==> config.mk <==
export PLATFORM = sky130hd
export DESIGN_NAME = regfile_wb_arbiter
export DESIGN_NICKNAME = d
export VERILOG_FILES = /design/src/rtl/regfile_wb_arbiter.sv
export SDC_FILE = /design/constraint.sdc
export NUM_CORES = 1
export LEC_CHECK = 0
export ABC_AREA = 1
export BUFFER_PORTS_ARGS = -buffer_cell sky130_fd_sc_hd__buf_4
export CORE_MARGIN = 1
export CORE_UTILIZATION = 35
export CTS_CLUSTER_DIAMETER = 120
export DETAILED_ROUTE_END_ITERATION = 10
export GPL_TIMING_DRIVEN = 0
export SLEW_MARGIN = 0
export SYNTH_ARGS = -nofsm -noshare
export SYNTH_HDL_FRONTEND = slang
export SYNTH_SLANG_ARGS = --single-unit
==> constraint.sdc <==
create_clock -name clk -period 1.5 [get_ports clk]
set_clock_uncertainty 0.05 [all_clocks]
set_input_delay 0.15 -clock clk [delete_from_list [all_inputs] [get_ports clk]]
set_output_delay 0.15 -clock clk [all_outputs]
set_load 0.02 [all_outputs]
==> src/rtl/regfile_wb_arbiter.sv <==
// -----------------------------------------------------------------------------
// regfile_wb_arbiter
//
// Write-port arbiter and hazard tracker for the 32 x 32 register file.
// Two writeback sources share the single write port (WE3/A3/WD3):
//   requester 0 = ALU/execute result, requester 1 = load/memory result.
// One request is granted per cycle with round-robin fairness. The winning
// write is registered onto the port. Writes to x0 are accepted but dropped.
// Per-address pending-write status is reported to decode for stall decisions.
//
// Ports:
//   clk, rst                      clock, synchronous active-high reset
//   req{0,1}_valid/addr/data      writeback requests (valid held until ready)
//   req{0,1}_ready                grant, combinational
//   WE3, A3, WD3                  registered register-file write port
//   q1_addr, q2_addr              decode source addresses to check
//   q1_busy, q2_busy              pending write to that address (combinational)
//   wr_count                      writes issued on WE3 since reset (wraps)
// -----------------------------------------------------------------------------
module regfile_wb_arbiter #(
    parameter int REG_ADDR_WIDTH = 5,
    parameter int REG_DATA_WIDTH = 32,
    parameter int CNT_WIDTH      = 16
) (
    input  logic                      clk,
    input  logic                      rst,
    input  logic                      req0_valid,
    input  logic [REG_ADDR_WIDTH-1:0] req0_addr,
    input  logic [REG_DATA_WIDTH-1:0] req0_data,
    output logic                      req0_ready,
    input  logic                      req1_valid,
    input  logic [REG_ADDR_WIDTH-1:0] req1_addr,
    input  logic [REG_DATA_WIDTH-1:0] req1_data,
    output logic                      req1_ready,
    output logic                      WE3,
    output logic [REG_ADDR_WIDTH-1:0] A3,
    output logic [REG_DATA_WIDTH-1:0] WD3,
    input  logic [REG_ADDR_WIDTH-1:0] q1_addr,
    input  logic [REG_ADDR_WIDTH-1:0] q2_addr,
    output logic                      q1_busy,
    output logic                      q2_busy,
    output logic [CNT_WIDTH-1:0]      wr_count
);

    localparam logic [CNT_WIDTH-1:0] CNT_ONE = {{(CNT_WIDTH-1){1'b0}}, 1'b1};

    // r_prio names the requester that wins when both are valid.
    logic                      r_prio;
    logic                      r_we;
    logic [REG_ADDR_WIDTH-1:0] r_a3;
    logic [REG_DATA_WIDTH-1:0] r_wd3;
    logic [CNT_WIDTH-1:0]      r_cnt;

    logic                      w_gnt0;
    logic                      w_gnt1;
    logic [REG_ADDR_WIDTH-1:0] w_sel_addr;
    logic [REG_DATA_WIDTH-1:0] w_sel_data;

    // A pending write to q covers the in-flight port write and every
    // outstanding request; x0 is never a hazard.
    function automatic logic addr_busy(
        input logic [REG_ADDR_WIDTH-1:0] q,
        input logic                      we,
        input logic [REG_ADDR_WIDTH-1:0] a3,
        input logic                      v0,
        input logic [REG_ADDR_WIDTH-1:0] a0,
        input logic                      v1,
        input logic [REG_ADDR_WIDTH-1:0] a1
    );
        return (q != '0) && ((we && (a3 == q)) || (v0 && (a0 == q)) || (v1 && (a1 == q)));
    endfunction

    // Grant depends only on valids, the pointer and rst, so there is no
    // path from the output register back to ready.
    always_comb begin
        w_gnt0 = 1'b0;
        w_gnt1 = 1'b0;
        if (!rst) begin
            if (req0_valid && (!req1_valid || !r_prio)) begin
                w_gnt0 = 1'b1;
            end else if (req1_valid) begin
                w_gnt1 = 1'b1;
            end
        end
    end

    assign w_sel_addr = w_gnt1 ? req1_addr : req0_addr;
    assign w_sel_data = w_gnt1 ? req1_data : req0_data;

    always_ff @(posedge clk) begin
        if (rst) begin
            r_prio <= 1'b0;
            r_we   <= 1'b0;
            r_a3   <= '0;
            r_wd3  <= '0;
            r_cnt  <= '0;
        end else if (w_gnt0 || w_gnt1) begin
            // Winner loses priority next time; an x0 target is accepted
            // but never reaches the port or the counter.
            r_prio <= w_gnt0;
            r_we   <= (w_sel_addr != '0);
            r_a3   <= w_sel_addr;
            r_wd3  <= w_sel_data;
            if (w_sel_addr != '0) begin
                r_cnt <= r_cnt + CNT_ONE;
            end
        end else begin
            r_we <= 1'b0;
        end
    end

    assign req0_ready = w_gnt0;
    assign req1_ready = w_gnt1;
    assign WE3        = r_we;
    assign A3         = r_a3;
    assign WD3        = r_wd3;
    assign wr_count   = r_cnt;

    assign q1_busy = addr_busy(q1_addr, r_we, r_a3, req0_valid, req0_addr, req1_valid, req1_addr);
    assign q2_busy = addr_busy(q2_addr, r_we, r_a3, req0_valid, req0_addr, req1_valid, req1_addr);

endmodule

After elaboration in Yosys (flattened, before gate mapping) --
Cells that the tools add are included. Widths: inputs -> output; s select.
Storage, ports and cells: RAM bits 0, latch bits 0, register bits after elaboration 55, memories 0, ROM bits 0
Operators by class: reduce and logical (&&, ||, !) cells 22, multipliers 0, equality and inequality tests 6, mux-type cells 7, magnitude comparators 0, divide/modulo/power cells 0, add/sub/neg operators 1, bitwise operators 1, shift-type cells 0
Operators with widths (number):
- $mux 32 | 1
- $eq 5x5->1 | 6
- $add 16x1->16 const B | 1
- $reduce_bool 5->1 | 3
- $logic_and 1x1->1 | 9
- $logic_or 1x1->1 | 6
- $mux 1 | 5
- $mux 5 | 1
- $logic_not 1->1 | 2
- $reduce_and 2->1 | 1
- $reduce_or 2->1 | 1
- $not 1->1 | 1

Depth between registers and ports, before layout --
depth in word-level cells 8, gate-level depth with buffers 13, depth with buffers taken out 11

Least setup slack after synthesis --
No wires, ideal clock.
path kind reg-to-reg, from register r_cnt[0], in the netlist wr_count[0], to register r_cnt[12], in the netlist wr_count[12], path buffers 0, stages on the path, launching flop included 9, arrival 1465 ps, setup time 115 ps, setup slack -131 ps, required time 1335 ps, cell sequence dfxtp_1 ha_1 nand3_1 nor2_1 nand3_1 nor3_1 nand3_2 nand2_1 nor2_1
On the way: longest elaborated chain between the ends 1
RTL lines:
- start, declared | RTL line 52 | logic [CNT_WIDTH-1:0] r_cnt;
- start signal, assigned | RTL line 105 | r_cnt <= r_cnt + CNT_ONE;
- $add 16x1->16 | RTL line 105
Every way passes these cells. A chain may end at the register's enable or synchronous reset.

Worst setup path in the final report --
from register r_prio, to register r_cnt[4], in the netlist wr_count[4]
On the way: longest elaborated chain between the ends 8, elaborated cells on any way between the ends 11
RTL lines:
- start, declared | RTL line 48 | logic r_prio;
- start signal, assigned | RTL line 100 | r_prio <= w_gnt0;
- $logic_not 1->1 * | RTL line 79 | if (req0_valid && (!req1_valid || !r_prio)) begin
- $logic_or 1x1->1 * | RTL line 79
- $logic_and 1x1->1 * | RTL line 79
- $mux 1 | RTL line 79
- $mux 1 | RTL line 78 | if (!rst) begin
- $mux 5 | RTL line 87 | assign w_sel_addr = w_gnt1 ? req1_addr : req0_addr;
- $reduce_bool 5->1 | RTL line 104 | if (w_sel_addr != '0) begin
- $reduce_and 2->1 (no line) *
Mark *: on every way between the ends. The rest lies on a longest branch, timed or not.

==> flow_summary.toml <==
[final_layout]
flow.area_growth_from_synthesis_pct = 63.6
fill_cells = 851
multi_input_combinational_cell_area_mm2 = 0.00200
ratio_of_cells_with_drive_above_1_in_the_final_layout_pct = 42.7
final_instance_count_without_filler_cells = 815
insertedDiodeCount = 0
final_net_count = 774
ff_latch_area_mm2 = 0.00113

[logic_synthesis]
yosys.area.top_type_share_pct = 32.9
post_synth.cell_area_avg_um2 = 6.70
synth-seq-cells = 55
synthTopCellsByArea = "dfxtp_1 (33%), nand2_1 (13%), inv_1 (9.7%)"
ys_seq_area_share_pct = 32.9
synth_area_mm2 = 0.00334
synthesis.instances = 499
total_of_warnings_raised_by_yosys = 0
ys_types = 28
synth.net_count = 588
synth_area_leader_cell = "dfxtp_1"

[power]
power_leakage_nw = 2.84
worst_ir_drop_vdd_mv = 0.356
power.density_cell_area_mw_per_mm2 = 693

[detailed_routing]
first_iter_violations = 188
total_wire_length_um = 11500
detail_route.wirelength.met1_um = 4960
dr_wl_met2_um = 5670
vias_after_detailed_routing = 3963
wl_per_cell_um = 14.1
viasPerCell = 4.86
met3_wirelength_um = 626
drt_pass1_iterations = 4
antenna_violating_nets_left = 0
drt_drc_violations_left = 0
dr.max_layer_used = "met4"

[place]
place_congestion = 0.889
io_buffers = 145
cell_count_after_placement = 773
place_ws_ns = -0.169
dp_hpwl_um = 8320

[timing]
worst_pin_slew_ns = 0.445
setup_ws_ns = -0.146
post-route-period-util_pct = 110
rsz0062_at_grt = "true"
hold_viol_final = 0
setup-violations-final = 49
max_clock_freq_ghz = 0.608
max-slew-margin-rel_pct = 70.4
timing.final.max_slew_violations = 0
final.min_clock_period_ns = 1.65

[clocking]
clk_pin_slew_worst_paths_ns = 0.10
tritoncts.num_buffers = 5
cts_tree = "yes"
clk_root_buffer_cell = "clkbuf_8"
clock_latency_on_the_worst_skew_pair_ns = 0.31
cts-hold-fix-buffers = 0
htree_levels = 2
ctsLongestPathBuffers = 2
clock_sinks = 55

[worst_setup_path]
cp_slowest_cell = "dfxtp_2"
path_common_cell = "nand2_4"
critical_path.endpoint_type = "register"
crit_path_start_kind = "register"
critPathKind = "reg -> reg"
worst-path-max-fanout = 6
cp_cell_sequence = "inv_2, nand2_4, nand2_8, buf_12, nand2_4, nand2_4, nand2_4, nor2_4, nand2_8, clkbuf_16, nand3_2, nand2_1, nor2_1"
slowest_delay_ns = 0.34
worstPathRequired_ns = 1.69
timing.critical_path.arrival_ns = 1.84

[floorplan]
core-area_mm2 = 0.00924
dieHeight_um = 99.7
die_width_um = 99.7
initial_core_util_pct = 36.2
die_area_mm2 = 0.00995
fp-row-count = 35
boundaryPins = 146

[status]
run_status = "complete, but fails checks"
violations = "setup timing"

[global_route]
antenna_found_initial = 0
groute.usage.overall_pct = 22.5
grt_pass1_vias = 3607
grt-ovfl-total = 0
grt_max_degree = 16
global_route_wire_length_before_repair_um = 17800

[min_path]
timing.hold.worst.class = "in -> reg"

[job]
max_capacitance_violation_total = 0
==> where the power goes <==
part	leakage (nW)	internal (W)	switching, W
logic	2.34	0.000654	0.000673
registers	0.458	0.00157	0.0000794
clock network	0.0422	0.000330	0.000488
==> stage by stage <==
step | util (%) | area (um^2) | hold slack (ns) | setup TNS [ns] | total power, W
finish | 59.2 | 5470 | 0.0108 | -3.53 | 0.00379
floorplan | - | 3350 | 0.172 | -0.0157 | 0.00224
CTS | 55.5 | 5130 | 0.00917 | -1.74 | 0.00370
global placement | 49.8 | 4600 | 0.346 | -5.21 | 0.00274
detailed placement | 49.8 | 4600 | 0.348 | -6.13 | 0.00275
global route | 59.2 | 5470 | 0.00575 | -8.34 | 0.00399
==> critical path: cells and delay by family (launching register included) <==
kind | cells | cell delay [ns]
buffers and inverters | 3 | 0.38
DFF | 1 | 0.34
and+or+nand+nor | 10 | 0.81
==> routing by layer <==
layer,global-route usage (%),vias to the layer above
met1,28.9,1826
met5,0,-
met4,6.79,0
li1,-,1989
met2,38.9,130
met3,3.30,18
==> cell usage in the layout, fill, tap and decap left out, types with 7 or more instances in the layout <==
cell type / count
a21oi_1: 10
nand2_4: 9
buf_4: 162
inv_1: 78
o22ai_1: 12
buf_6: 20
nand3_2: 18
nand3_1: 44
clkbuf_8: 9
nand2_2: 7
nand2_1: 108
a21oi_2: 10
dfxtp_1: 44
nor2_1: 31
o211ai_1: 36
==> path summary, 6_finish.rpt <==
check / depth (start not counted) / end / slack [ns] / start
max reg2reg: 13 / wr_count[4] / -0.15 / r_prio
min reg2reg: 2 / WD3[3] / 0.45 / WD3[3]
max: 13 / wr_count[4] / -0.15 / r_prio
min: 2 / r_prio / 0.01 / rst
==> state kept, by name (all words and copies together) (netlist names) <==
register  cells
A3            5
WD3          32
wr_count     16
WE3           1
r_prio        1
==> area by class of cell <==
type / count / share of cell area (%)
multi-input combinational: 332 / 36.6
timing repair buffer: 180 / 27.5
sequential: 55 / 20.6
inverter: 89 / 6.36
buffer: 22 / 4.53
tap: 129 / 2.95
clock buffer: 7 / 1.40
clock inverter: 1 / 0.0915
==> cell usage after synthesis <==
| cell | instances |
|---|---|
| buf_12 | 1 |
| xor2_1 | 5 |
| xnor2_1 | 2 |
| o21ai_0 | 6 |
| nor2_2 | 2 |
| nor3_1 | 5 |
| nand2_2 | 1 |
| nor3_2 | 1 |
| clkbuf_1 | 6 |
| nand2_1 | 117 |
| nand3b_1 | 2 |
| inv_2 | 3 |
| buf_2 | 13 |
| o21bai_1 | 3 |
| nand4_1 | 5 |
| ha_1 | 1 |
| a21oi_1 | 21 |
| inv_1 | 86 |
| o22ai_1 | 14 |
| buf_6 | 3 |
| nand3_2 | 11 |
| nor2_4 | 2 |
| nand2_4 | 9 |
| nand3_1 | 52 |
| o21ai_2 | 1 |
| dfxtp_1 | 55 |
| nor2_1 | 36 |
| o211ai_1 | 36 |
==> kinds of logic after synthesis <==
logic type | synth area share, %
AOI/OAI and AO/OA | 15.7
buffers and inverters | 14.2
and+or+nand+nor | 35.0
DFF | 32.9
xor gates and xnor gates | 1.83
adders and majority gates | 0.374
==> what timing repair did <==
action	in CTS	in global routing
gates cloned	6	3
endpoints found under the setup margin	55	56
buffers inserted	15	12
gates resized for setup	81	47
pin swaps	13	16
(Power assumes the default switching activity.)
